$ cat src/rtl/mod_counter_if.sv
// Control/status bundle between a controller FSM (master) and one mod_counter (slave).
interface mod_counter_if #(
  parameter int WIDTH = 4
);
  logic             init;
  logic             ld;
  logic             en;
  logic             dn;
  logic [WIDTH-1:0] prl;
  logic [WIDTH-1:0] out;
  logic             Co;
  logic             wrap;
  logic             ovf;

  modport master (output init, ld, en, dn, prl, input out, Co, wrap, ovf);
  modport slave  (input init, ld, en, dn, prl, output out, Co, wrap, ovf);
endinterface

$ cat src/rtl/mod_counter.sv
// Modulo-MOD up/down counter with clamp-on-load, terminal count, wrap pulse and sticky overflow.
// Define COUNTER_SAT_EN for saturating terminal steps (wrap tied low).
module mod_counter #(
  parameter int WIDTH = 4,
  parameter int MOD   = 16
) (
  input  logic          clk,
  input  logic          rst,
  mod_counter_if.slave  bus
);

  localparam logic [WIDTH-1:0]  LAST  = WIDTH'(MOD - 1);
  localparam logic [WIDTH-1:0]  ONE   = WIDTH'(1);
  localparam int unsigned       MOD_U = MOD;

  logic [WIDTH-1:0] r_out;
  logic             r_wrap;
  logic             r_ovf;

  logic w_at_top;
  logic w_at_zero;
  logic w_term;
  logic w_prl_ok;

  // Explicit end-of-range compares so MOD == 2^WIDTH never relies on overflow.
  assign w_at_top  = (r_out == LAST);
  assign w_at_zero = (r_out == '0);
  assign w_term    = bus.dn ? w_at_zero : w_at_top;
  assign w_prl_ok  = (32'(bus.prl) < MOD_U);

  assign bus.out  = r_out;
  assign bus.Co   = w_term;
  assign bus.wrap = r_wrap;
  assign bus.ovf  = r_ovf;

  always_ff @(posedge clk or negedge rst) begin
    if (!rst) begin
      r_out  <= '0;
      r_wrap <= 1'b0;
      r_ovf  <= 1'b0;
    end else if (bus.init) begin
      r_out  <= '0;
      r_wrap <= 1'b0;
      r_ovf  <= 1'b0;
    end else if (bus.ld) begin
      r_wrap <= 1'b0;
      if (w_prl_ok) begin
        r_out <= bus.prl;
        r_ovf <= 1'b0;
      end else begin
        r_out <= LAST;
        r_ovf <= 1'b1;
      end
    end else if (bus.en) begin
      if (w_term) begin
        r_ovf <= 1'b1;
`ifdef COUNTER_SAT_EN
        r_wrap <= 1'b0;
`else
        r_wrap <= 1'b1;
        r_out  <= bus.dn ? LAST : '0;
`endif
      end else begin
        r_wrap <= 1'b0;
        r_out  <= bus.dn ? (r_out - ONE) : (r_out + ONE);
      end
    end else begin
      r_wrap <= 1'b0;
    end
  end

endmodule
$ cat src/flat_wrapper.sv
// flat-port wrapper written by rule: the top's interface ports become plain ports
module mod_counter_flat 
#(
  parameter int WIDTH = 4,
  parameter int MOD   = 16
)
  (clk, rst, bus_init, bus_ld, bus_en, bus_dn, bus_prl, bus_out, bus_Co, bus_wrap, bus_ovf);
  mod_counter_if #(.WIDTH(WIDTH)) bus_i ();
  input  logic clk;
  input  logic rst;
  input wire logic [$bits(bus_i.init)-1:0] bus_init;
  input wire logic [$bits(bus_i.ld)-1:0] bus_ld;
  input wire logic [$bits(bus_i.en)-1:0] bus_en;
  input wire logic [$bits(bus_i.dn)-1:0] bus_dn;
  input wire logic [$bits(bus_i.prl)-1:0] bus_prl;
  output wire logic [$bits(bus_i.out)-1:0] bus_out;
  output wire logic [$bits(bus_i.Co)-1:0] bus_Co;
  output wire logic [$bits(bus_i.wrap)-1:0] bus_wrap;
  output wire logic [$bits(bus_i.ovf)-1:0] bus_ovf;
  assign bus_i.init = bus_init;
  assign bus_i.ld = bus_ld;
  assign bus_i.en = bus_en;
  assign bus_i.dn = bus_dn;
  assign bus_i.prl = bus_prl;
  assign bus_out = bus_i.out;
  assign bus_Co = bus_i.Co;
  assign bus_wrap = bus_i.wrap;
  assign bus_ovf = bus_i.ovf;
  mod_counter #(.WIDTH(WIDTH), .MOD(MOD)) u_core (.clk(clk), .rst(rst), .bus(bus_i));
endmodule
$ cat config.mk
export PLATFORM = sky130hd
export DESIGN_NAME = mod_counter_flat
export DESIGN_NICKNAME = d
export VERILOG_FILES = /design/src/rtl/mod_counter_if.sv /design/src/rtl/mod_counter.sv /design/src/flat_wrapper.sv
export SDC_FILE = /design/constraint.sdc
export NUM_CORES = 1
export LEC_CHECK = 0
export ABC_AREA = 1
export CAP_MARGIN = 20
export CORE_MARGIN = 4
export CORE_UTILIZATION = 33
export DETAILED_ROUTE_END_ITERATION = 6
export GPL_TIMING_DRIVEN = 0
export HOLD_SLACK_MARGIN = 0.12
export RECOVER_POWER = 50
export SLEW_MARGIN = 20
export SYNTH_ARGS = -nofsm -noshare
export SYNTH_HDL_FRONTEND = slang
export SYNTH_SLANG_ARGS = --single-unit
$ cat constraint.sdc
create_clock -name clk -period 2.94 [get_ports clk]
set_input_delay 0.882 -clock clk [delete_from_list [all_inputs] [get_ports clk]]
set_output_delay 0.882 -clock clk [all_outputs]
set_load 0.005 [all_outputs]
==> results.json <==
{
  "reg2reg_depth": 9,
  "syn_area_per_cell_um2": 7.05,
  "slew_viol_final": 0,
  "post-route-drc-count": 0,
  "coreArea_um2": 1300,
  "fillers": 144,
  "dp_cells": 96,
  "path_clk_slew_ns": 0.04,
  "via_count": 479,
  "area_growth_pct": 45.9,
  "fin_crit_sh_pct": 97.2,
  "place.gp.congestion": 0.736,
  "fp-row-count": 13,
  "synth_area_um2": 458,
  "nNetsFinal": 101,
  "pre_cts_ws_ns": -0.331,
  "cp-start-kind": "input port",
  "final_cell_mix": "nand2_1, clkdlybuf4s50_1, inv_1, nor2_1, dfrtp_1",
  "synth_top_area_cell": "dfrtp_1",
  "grt_usage_pct": 12.1,
  "first_pass_iters": 4,
  "synth_top_area_share_pct": 32.8,
  "hold_class": "reg -> reg",
  "crit_path_max_fanout": 6,
  "rsz0062_at_grt": "no",
  "ctsHoldBuffers": 0,
  "antenna_found_initial": 0,
  "end_kind": "primary output",
  "final.setup.tns_ns": 0,
  "grt_max_degree": 9,
  "clock_sinks": 6,
  "die_x_um": 45.3,
  "finalClockSkew_ns": 0.000267,
  "leakagePower_nw": 0.329,
  "worstMarginPinSlew_ns": 0.406,
  "drive_above_1_share_pct": 15.1,
  "via_per_inst": 4.74,
  "worst_ep_required_time_ns": 2.06,
  "htreeDepth": 1,
  "postSynthCellCount": 65,
  "routed_wl_um": 1080,
  "ant_nets": 0,
  "die_area_um2": 2050,
  "utilization_pct": 51.3,
  "grt_pass1_vias": 468,
  "grt_pass1_wl_um": 1810,
  "total_power_w": 0.000273,
  "diodes": 0,
  "die_height_um": 45.3,
  "synth_area_leaders": "dfrtp_1, nand2_1, inv_1",
  "final_common_cell": "nand2_1",
  "wl_per_cell_um": 10.7,
  "drt-initial-drc-count": 12,
  "worst_slack_ns": 0.0837,
  "clock_latency_ns": 0.24,
  "setup_viol": 0,
  "synth_cell_types": 19,
  "finalHoldViolations": 0,
  "cts_tree": "yes",
  "syn-num-nets": 78,
  "cp.arrival_ns": 1.97,
  "start_util_pct": 35.2,
  "final_cells": 101,
  "grt_overflow": 0,
  "clockBufferDepth": 2,
  "p_per_area_nw_per_um2": 408,
  "status": "complete, no violations",
  "place_hpwl_um": 887,
  "holdPathStages": 2,
  "cts_made_buffers": 3,
  "cts_root_buf": "clkbuf_4",
  "pin_count": 17,
  "portBuffers": 16,
  "relSlewSlack_pct": 72.8,
  "synth_warnings": 0,
  "worst_ir_drop_vdd_mv": 0.326,
  "synth-seq-area-share_pct": 32.8,
  "max_clock_freq_mhz": 350,
  "period_needed_ns": 2.86,
  "synth-seq-cells": 6,
  "max-cap-violations": 0,
  "crit_type": "in -> out"
}
worst paths after layout:
check / start / slack, ns / end
min: u_core.bus.ovf / 0.48 / u_core.bus.ovf
min reg2reg: u_core.bus.ovf / 0.48 / u_core.bus.ovf
min in group asynchronous: rst / 0.96 / u_core.bus.out[2]
max reg2reg: u_core.bus.out[2] / 1.40 / u_core.bus.out[3]
max: bus_dn / 0.08 / bus_Co
max in group asynchronous: rst / 1.77 / u_core.bus.ovf
final cells by class:
type / instances / area [um2] / share of cell area [%]
Clock buffer: 3 / 22.5 / 3.37
Inverter: 8 / 30.0 / 4.49
Multi-Input combinational cell: 51 / 270 / 40.4
Sequential cell: 6 / 150 / 22.5
Tap cell: 15 / 18.8 / 2.81
Timing Repair Buffer: 18 / 176 / 26.4
cells by family after synthesis:
group,count (synthesis),synth area share (%)
adder cells (fa/ha/maj),3,9.84
flip-flops,6,32.8
AO/OA/AOI/OAI,10,11.7
XOR/XNOR,1,1.91
AND/OR/NAND/NOR,37,37.2
buffers and inverters,8,6.56
flip-flops by register name, indices dropped and copies added (netlist names):
signal and cells:
u_core.bus.ovf 1, u_core.bus.wrap 1, u_core.bus.out 4
metrics by stage:
step / hold WS [ns] / instance area, um2
5_1_grt: 0.505 / 668
3_5_place_dp: 0.480 / 637
4_1_cts: 0.484 / 676
6_report: 0.478 / 668
2_1_floorplan: 0.479 / 458
3_3_place_gp: 0.468 / 637
per-layer routing:
| layer | up-vias | share of wire [%] | GRT usage [%] |
|---|---|---|---|
| li1 | 247 | - | - |
| met1 | 216 | 43 | 13.9 |
| met2 | 16 | 51 | 21.5 |
| met3 | 0 | 5.3 | 4.78 |
| met4 | 0 | 0 | 1.75 |
| met5 | - | 0 | 0 |
timing repair:
item	CTS	global route
pin swaps	1	1
setup endpoints to repair	1	1
buffers inserted	2	0
gates resized for setup	3	0
critical path, cell delays in order:
cell and delay (ns):
clkdlybuf4s15_2 0.23, nor2_1 0.12, nand4_1 0.13, nand2_2 0.11
clkdlybuf4s50_1 0.50
Yosys cell counts:
library cell and instances:
dfrtp_1 6, xnor2_1 1, o21ai_0 4, inv_1 7, ha_1 2, inv_2 1
fa_1 1, or2_0 1, a21oi_1 3, nand4_1 1, nor3_2 1, nand2_1 21
nor2_1 6, nand3_1 2, nand2_2 3, o21ai_2 1, nor2_4 1, nor2_2 1
o21ai_1 2
where the power goes:
| part | switching, W | total, W | internal (W) |
|---|---|---|---|
| clock | 0.0000260 | 0.0000719 | 0.0000459 |
| combinational | 0.0000459 | 0.0000986 | 0.0000528 |
| sequential | 0.0000121 | 0.000102 | 0.0000899 |
No activity file was read; power rests on OpenSTA's default activity.
